**src/rtl/fetch_pkg.sv**
```systemverilog
// Shared state encoding, opcode values and default widths for the fetch stage
// and the predecoder that later decode logic also reuses.
package fetch_pkg;

  localparam int         DEF_ADDR_W  = 11;
  localparam int         DEF_INSTR_W = 16;
  localparam int         DEF_OFS_W   = 10;
  localparam logic [3:0] DEF_OPC_JSR = 4'hE;
  localparam logic [3:0] DEF_OPC_RET = 4'hF;

  typedef enum logic [2:0] {
    IDLE,
    REQ,
    HOLD,
    STEP,
    SETTLE
  } fetch_state_e;

endpackage

```
**src/rtl/instr_predecode.sv**
```systemverilog
// Combinational opcode predecode: flags JSR/RET and extracts the relative offset.
module instr_predecode
  import fetch_pkg::*;
#(
  parameter int         INSTR_W = DEF_INSTR_W,
  parameter int         OFS_W   = DEF_OFS_W,
  parameter logic [3:0] OPC_JSR = DEF_OPC_JSR,
  parameter logic [3:0] OPC_RET = DEF_OPC_RET
) (
  input  logic [INSTR_W-1:0] instr,
  output logic               is_jsr,
  output logic               is_ret,
  output logic [OFS_W-1:0]   ofs
);

  logic [3:0] opcode;
  // Bits between the opcode field and the offset carry nothing for fetch.
  logic       unused_mid_bits;

  always_comb begin
    opcode = instr[INSTR_W-1 -: 4];
    is_jsr = (opcode == OPC_JSR);
    is_ret = (opcode == OPC_RET);
    ofs    = instr[OFS_W-1:0];
  end

  assign unused_mid_bits = ^instr[INSTR_W-5:OFS_W];

endmodule

```
**src/rtl/instr_fetch.sv**
```systemverilog
// Fetch stage: reads the word at pc, offers it to decode, then strobes the
// program counter with the matching jsr/ret/relative_addr qualifiers.
module instr_fetch
  import fetch_pkg::*;
#(
  parameter int         ADDR_W  = DEF_ADDR_W,
  parameter int         INSTR_W = DEF_INSTR_W,
  parameter int         OFS_W   = DEF_OFS_W,
  parameter logic [3:0] OPC_JSR = DEF_OPC_JSR,
  parameter logic [3:0] OPC_RET = DEF_OPC_RET
) (
  input  logic               clock,
  input  logic               reset_n,
  input  logic [ADDR_W-1:0]  pc,
  input  logic               flush,
  output logic               mem_req,
  output logic [ADDR_W-1:0]  mem_addr,
  input  logic               mem_ack,
  input  logic [INSTR_W-1:0] mem_rdata,
  output logic               instr_valid,
  input  logic               instr_ready,
  output logic [INSTR_W-1:0] instr,
  output logic               pc_step,
  output logic               jsr,
  output logic               ret,
  output logic [OFS_W-1:0]   relative_addr,
  output logic [15:0]        retired
);

  fetch_state_e       state_q, state_d;
  logic               mem_req_q, mem_req_d;
  logic [ADDR_W-1:0]  mem_addr_q, mem_addr_d;
  logic [INSTR_W-1:0] instr_q, instr_d;
  logic               instr_valid_q, instr_valid_d;
  logic               pc_step_q, pc_step_d;
  logic               jsr_q, jsr_d;
  logic               ret_q, ret_d;
  logic [OFS_W-1:0]   rel_addr_q, rel_addr_d;
  logic [15:0]        retired_q, retired_d;
  logic               handshake;
  logic               dec_jsr, dec_ret;
  logic [OFS_W-1:0]   dec_ofs;

  instr_predecode #(
    .INSTR_W (INSTR_W),
    .OFS_W   (OFS_W),
    .OPC_JSR (OPC_JSR),
    .OPC_RET (OPC_RET)
  ) u_predecode (
    .instr  (instr_q),
    .is_jsr (dec_jsr),
    .is_ret (dec_ret),
    .ofs    (dec_ofs)
  );

  always_comb begin
    // NOTE: every value driven here gets a default first, so no path can infer a latch.
    state_d       = state_q;
    mem_req_d     = mem_req_q;
    mem_addr_d    = mem_addr_q;
    instr_d       = instr_q;
    instr_valid_d = instr_valid_q;
    pc_step_d     = 1'b0;
    jsr_d         = 1'b0;
    ret_d         = 1'b0;
    rel_addr_d    = '0;
    retired_d     = retired_q;
    handshake     = instr_valid_q && instr_ready;

    if (flush) begin
      // Preload in progress: drop everything and wait in REQ with the request low.
      state_d       = REQ;
      mem_req_d     = 1'b0;
      instr_valid_d = 1'b0;
    end else begin
      unique case (state_q)
        IDLE: state_d = REQ;
        REQ: begin
          if (!mem_req_q) begin
            mem_req_d  = 1'b1;
            mem_addr_d = pc;
          end else if (mem_ack) begin
            instr_d       = mem_rdata;
            mem_req_d     = 1'b0;
            instr_valid_d = 1'b1;
            state_d       = HOLD;
          end
        end
        HOLD: begin
          if (handshake) begin
            instr_valid_d = 1'b0;
            pc_step_d     = 1'b1;
            jsr_d         = dec_jsr;
            ret_d         = dec_ret;
            rel_addr_d    = dec_ofs;
            if (retired_q != 16'hFFFF) retired_d = retired_q + 16'd1;
            state_d       = STEP;
          end
        end
        STEP:    state_d = SETTLE;
        SETTLE:  state_d = REQ;
        default: state_d = IDLE;
      endcase
    end
  end

  // NOTE: non-blocking assignments so every flop samples the pre-edge values together.
  always_ff @(posedge clock or negedge reset_n) begin
    if (!reset_n) begin
      state_q       <= IDLE;
      mem_req_q     <= 1'b0;
      mem_addr_q    <= '0;
      instr_q       <= '0;
      instr_valid_q <= 1'b0;
      pc_step_q     <= 1'b0;
      jsr_q         <= 1'b0;
      ret_q         <= 1'b0;
      rel_addr_q    <= '0;
      retired_q     <= '0;
    end else begin
      state_q       <= state_d;
      mem_req_q     <= mem_req_d;
      mem_addr_q    <= mem_addr_d;
      instr_q       <= instr_d;
      instr_valid_q <= instr_valid_d;
      pc_step_q     <= pc_step_d;
      jsr_q         <= jsr_d;
      ret_q         <= ret_d;
      rel_addr_q    <= rel_addr_d;
      retired_q     <= retired_d;
    end
  end

  assign mem_req       = mem_req_q;
  assign mem_addr      = mem_addr_q;
  assign instr_valid   = instr_valid_q;
  assign instr         = instr_q;
  assign pc_step       = pc_step_q;
  assign jsr           = jsr_q;
  assign ret           = ret_q;
  assign relative_addr = rel_addr_q;
  assign retired       = retired_q;

endmodule

```
**config.mk**
```make
export PLATFORM = sky130hd
export DESIGN_NAME = instr_fetch
export DESIGN_NICKNAME = d
export VERILOG_FILES = /design/src/rtl/fetch_pkg.sv /design/src/rtl/instr_predecode.sv /design/src/rtl/instr_fetch.sv
export SDC_FILE = /design/constraint.sdc
export NUM_CORES = 1
export LEC_CHECK = 0
export CELL_PAD_IN_SITES_DETAIL_PLACEMENT = 1
export CELL_PAD_IN_SITES_GLOBAL_PLACEMENT = 1
export CORE_MARGIN = 1.5
export CORE_UTILIZATION = 35
export DETAILED_ROUTE_END_ITERATION = 7
export GPL_ROUTABILITY_DRIVEN = 1
export GPL_TIMING_DRIVEN = 0
export PLACE_DENSITY_LB_ADDON = 0.08
export SLEW_MARGIN = 20
export SYNTH_ARGS = -nofsm -noshare
export SYNTH_HDL_FRONTEND = slang
export SYNTH_HIERARCHICAL = 1
export SYNTH_SLANG_ARGS = --single-unit
```
**constraint.sdc**
```tcl
create_clock -name clock -period 2.4 [get_ports clock]
set_input_delay 0.6 -clock clock [delete_from_list [all_inputs] [get_ports clock]]
set_output_delay 0.6 -clock clock [all_outputs]
set_load 0.03 [all_outputs]
```
; ---- Yosys cells after proc, flatten, opt, wreduce, memory -nomap -nowiden
; Cells that the tools add are included.
[totals]
regBits = 61
out_inout_bits = 58
word_cells = 59
[op_classes]
n_addsub = 1
n_eq_ne = 10
muxes = 26
bitwise_logic = 2
reduce_logical = 10
[op_table]
columns = op, count
row1 = two-way mux 10 bit, 3
row2 = two-way mux 1 bit, 17
row3 = adder 16 x 1 -> 16 bit (second input constant), 1
row4 = != test 16 bit (second input constant), 1
row5 = two-way mux 3 bit, 4
row6 = one-hot mux 3 bit (4 select lines), 1
row7 = AND reduction 4 bit, 3
row8 = != test 3 bit (second input constant), 3
row9 = equality test 4 bit (second input constant), 2
row10 = equality test 3 x 2 -> 1 bit (second input constant), 2
row11 = AND reduction 3 bit, 2
row12 = equality test 3 x 1 -> 1 bit (second input constant), 1
row13 = equality test 3 bit (second input constant), 1
row14 = zero test 3 bit, 1
row15 = nonzero test 3 bit, 1
row16 = NOT 1 bit, 2
row17 = one-hot mux 1 bit (2 select lines), 1
row18 = nonzero test 2 bit, 1
row19 = OR reduction 2 bit, 1
row20 = logical AND 1 bit, 1

; ---- Longest topological paths before layout
[logic_depth]
word_depth = 4
depth_mapped = 7
mapped_depth_nobuf = 5

; ---- Hierarchy
; Netlist, hierarchy kept.
[by_module_without_submodules]
columns = mod, n_inst, cells_each, area_each_um2, seq_area_each_um2
row1 = instr_fetch, 1, 186, 2476.1, 1526.5
row2 = instr_predecode, 1, 12, 95.1, 0.0

; ---- Worst setup path after synthesis
; Ideal clock, no wire load.
[synth_timing]
kind = register to register
start = register retired_q[0] (netlist: retired[0])
end = register retired_q[12] (netlist: retired[12])
setup_time_ns = 0.125
arrival_time_ns = 1.898
t_required_ns = 2.275
path_slack_ns = 0.377
path_stages_with_launch = 6
n_path_buf = 0
period_less_slack_ns = 2.023
path_cell_list = dfrtp_1 ha_1 nand4_1 or3_1 nor3_1 mux2_2
[synth_between]
elab_chain_cells = 2
elab_cells_between_ends = 3
[synth_lines]
columns = element, line
row1 = "start, declared", instr_fetch.sv:39  ; logic [15:0] retired_q, retired_d;
row2 = "start signal, assigned", instr_fetch.sv:130  ; retired_q <= retired_d;
row3 = branches (longest 2 deep; another with adder 16 x 1 -> 16 bit), -
; Parallel ways; which one is timed is not known.
; A chain may end at the register's enable or synchronous reset.

; ---- Worst setup path after layout
[layout_timing]
start = input port flush
end = register retired_q[12] (netlist: retired[12])
[layout_between]
elab_chain_cells = 2
[layout_lines]
columns = element, line
row1 = "start, declared", instr_fetch.sv:15  ; input logic flush,
row2 = NOT 1 bit (no source line), -
row3 = AND reduction 4 bit (no source line), -
; No other way between the ends.

==> run metrics <==
post-synthesis mux area share 12.7%; Fill cells 761; Max-slew headroom 63.7%; RSZ-0062 raised after global routing false; Tot GR Track Use 17.0%; Core Area roughly 7000 um2; period utilisation layout 94.4%; Max Clock Skew about 0.011 ns; reg2reg end retired[12]$_DFFE_PN0P_; ys flop type dfrtp_1; Synth Area in Compound Gates roughly 2.5%; Reg area 1530 um2; post-DR vias/cell roughly 4.6; via count 1865; Initial DRC Count 33; Post-CTS Setup Inserts 0; max_cap viols 0; initial antenna violation count 0; hpwl dp 4.29 mm; H-tree Lvls 3; most frequent cells in the layout clkdlybuf4s50_1 (88), dfrtp_1 (61), mux2_2 (29); Hold Crit Class in -> async; Top Ports 90; P_leak 1.70 nW; number of synthesized flops with an enable pin 0; largest family of logic cells by synthesized area simple AND/OR/NAND/NOR gates; routed length per instance 15.2 um; CP required approximately 2.6 ns; synthesized area 2570 um2; Mapped Nets 231; Tot Pwr approximately 3.5 mW; Worst-Margin Slew around 0.54 ns; status completed; xor/xnor share of the synthesized area 4.77%; Root Buffer clkbuf_8; max-slew violations 0; WP data arrival ~2.5 ns; Starting Density approximately 36%; final setup fails 0; Pre-antenna DRT Iters 4; register area share after synthesis 59.4%; CTS tree done; Residual DRC 0; r2r worst-path depth 5; area of the multi-input gates 913 um2; final hold vios 0; Clock Pin Slew Worst Setup and Hold Paths 0.08 ns; final-stage net count 331; Max VDD drop 0.000487 V; Cell variety after synth 37; routed wire length 6.13 mm; Synth Instances roughly 200; first-pass GRT wire length 9.76 mm; mean area per synthesized cell 13.0 um2; worst reg-to-reg setup slack 0.25 ns; gr ovfl total 0; synthesis-to-finish area growth 50.0%; Yosys reg bits 61; Synth Area in Adders 0.487%; yosys warns 6; crit path from flush; Sink Count 61; Area contributors post-synth dfrtp_1 (59%), mux2_2 (13%), xor2_1 (4.1%); cell taking the most area after synthesis dfrtp_1; most common cell after layout, fill and taps aside clkdlybuf4s50_1; Die Width between 80 and 90 um; Rows 31; CTS Buffer Depth 2; Async SR Flop Fraction between 90% and 100%; fmax around 440 MHz; cell area power density 910 nW/um2; DRT antenna net count 0; Num CTS Buffers 9; Clock Latency Late Sink between 0.3 and 0.4 ns; largest net degree at the start of global routing 42; setup TNS 0 ns; Crit. End Element flip-flop; number of inserted diodes 0; CP Max Fanout 10; I/O Buffers 89; area fraction of the dominant cell type after synthesis 59.4%; r2r startpoint retired[0]$_DFFE_PN0P_; routability cong. slightly above 0.7; vias in the first global route 1932; Post-Synth Simple-Gate Area 15.1%; Die Y roughly 89 um; Die Footprint 7870 um2; Final min period 2.27 ns; share of cells above drive strength 1 23.1%; Worst Setup Path Type in -> reg; CP startpoint kind input port; cts hold-fix bufs 0
cells in the mapped netlist (2+ instances only):
| cell type | number |
|---|---|
| nor4_2 | 2 |
| o21ai_0 | 2 |
| nand2b_1 | 4 |
| nor2_1 | 4 |
| inv_1 | 3 |
| nor4_1 | 3 |
| mux2_2 | 29 |
| nor3_1 | 8 |
| buf_4 | 10 |
| a21oi_1 | 3 |
| xor2_1 | 12 |
| a211oi_1 | 2 |
| nand4_1 | 4 |
| nand2_1 | 8 |
| buf_2 | 6 |
| dfrtp_1 | 61 |
| and2_1 | 12 |
| nand3_1 | 5 |
| xnor2_1 | 2 |
worst max path at each step:
stage / depth (start not counted) / to / slack, ns
2_1_floorplan: 5 / retired[12]$_DFFE_PN0P_ / 0.38
3_3_place_gp: 1 / instr[3]$_DFFE_PN0P_ / -1.39
3_5_place_dp: 6 / instr[10]$_DFFE_PN0P_ / -0.31
4_1_cts: 6 / instr[10]$_DFFE_PN0P_ / 0.06
5_1_grt: 5 / mem_addr[8]$_DFFE_PN0P_ / 0.06
6_report: 6 / retired[12]$_DFFE_PN0P_ / 0.13
flip-flops by register name, indices dropped and copies added (netlist names):
signal / count
jsr: 1
ret: 1
mem_addr: 11
instr: 16
mem_req: 1
state_q: 3
retired: 16
relative_addr: 10
pc_step: 1
instr_valid: 1
layout make-up:
type,count,share of cell area (%)
clock buffers,11,3.92
inverters,3,0.292
well taps,99,3.21
flip-flops and latches,61,39.6
multi-input cells,116,23.7
clock inverters,5,2.76
repair buffers,90,23.5
plain buffers,17,3.02
kinds of logic after synthesis:
kind of cell / count (synthesis)
simple gates: 62
flops: 61
mux: 29
buf+inv: 21
xor+xnor: 14
compound gates: 10
fa+ha+maj: 1
stage by stage:
step | setup WS, ns | cell area (um2) | utilization (%) | cells | hold slack [ns]
2_1_floorplan | 0.377 | 2570 | - | 198 | 0.304
3_3_place_gp | -1.39 | 3590 | 50.0 | 386 | 0.484
3_5_place_dp | -0.314 | 3600 | 50.2 | 387 | 0.492
4_1_cts | 0.0562 | 3860 | 53.8 | 403 | 0.136
5_1_grt | 0.0589 | 3860 | 53.8 | 402 | 0.142
6_report | 0.135 | 3860 | 53.8 | 402 | 0.146
per-layer routing:
metal | GRT usage (%) | up-vias | wire, um
li1 | - | 878 | -
met4 | 5.97 | 0 | 89
met5 | 0 | - | 0
met2 | 26.8 | 52 | 2990
met3 | 6.81 | 5 | 333
met1 | 21.1 | 930 | 2710
power breakdown:
group	internal, mW	total, mW	switching (mW)
logic	0.528	1.04	0.510
registers	1.19	1.31	0.118
clock network	0.748	1.16	0.412
worst max-delay path: stages:
cell,delay [ns]
clkdlybuf4s50_1,0.51
nand4bb_1,0.24
or2_2,0.28
buf_2,0.20
nor3_1,0.26
mux2_2,0.38
timing repair:
item | in CTS | in global routing
gates resized for setup | 0 | 0
endpoints found under the setup margin | 0 | 10
hold endpoints to repair | 0 | 0
(Power assumes the default switching activity.)
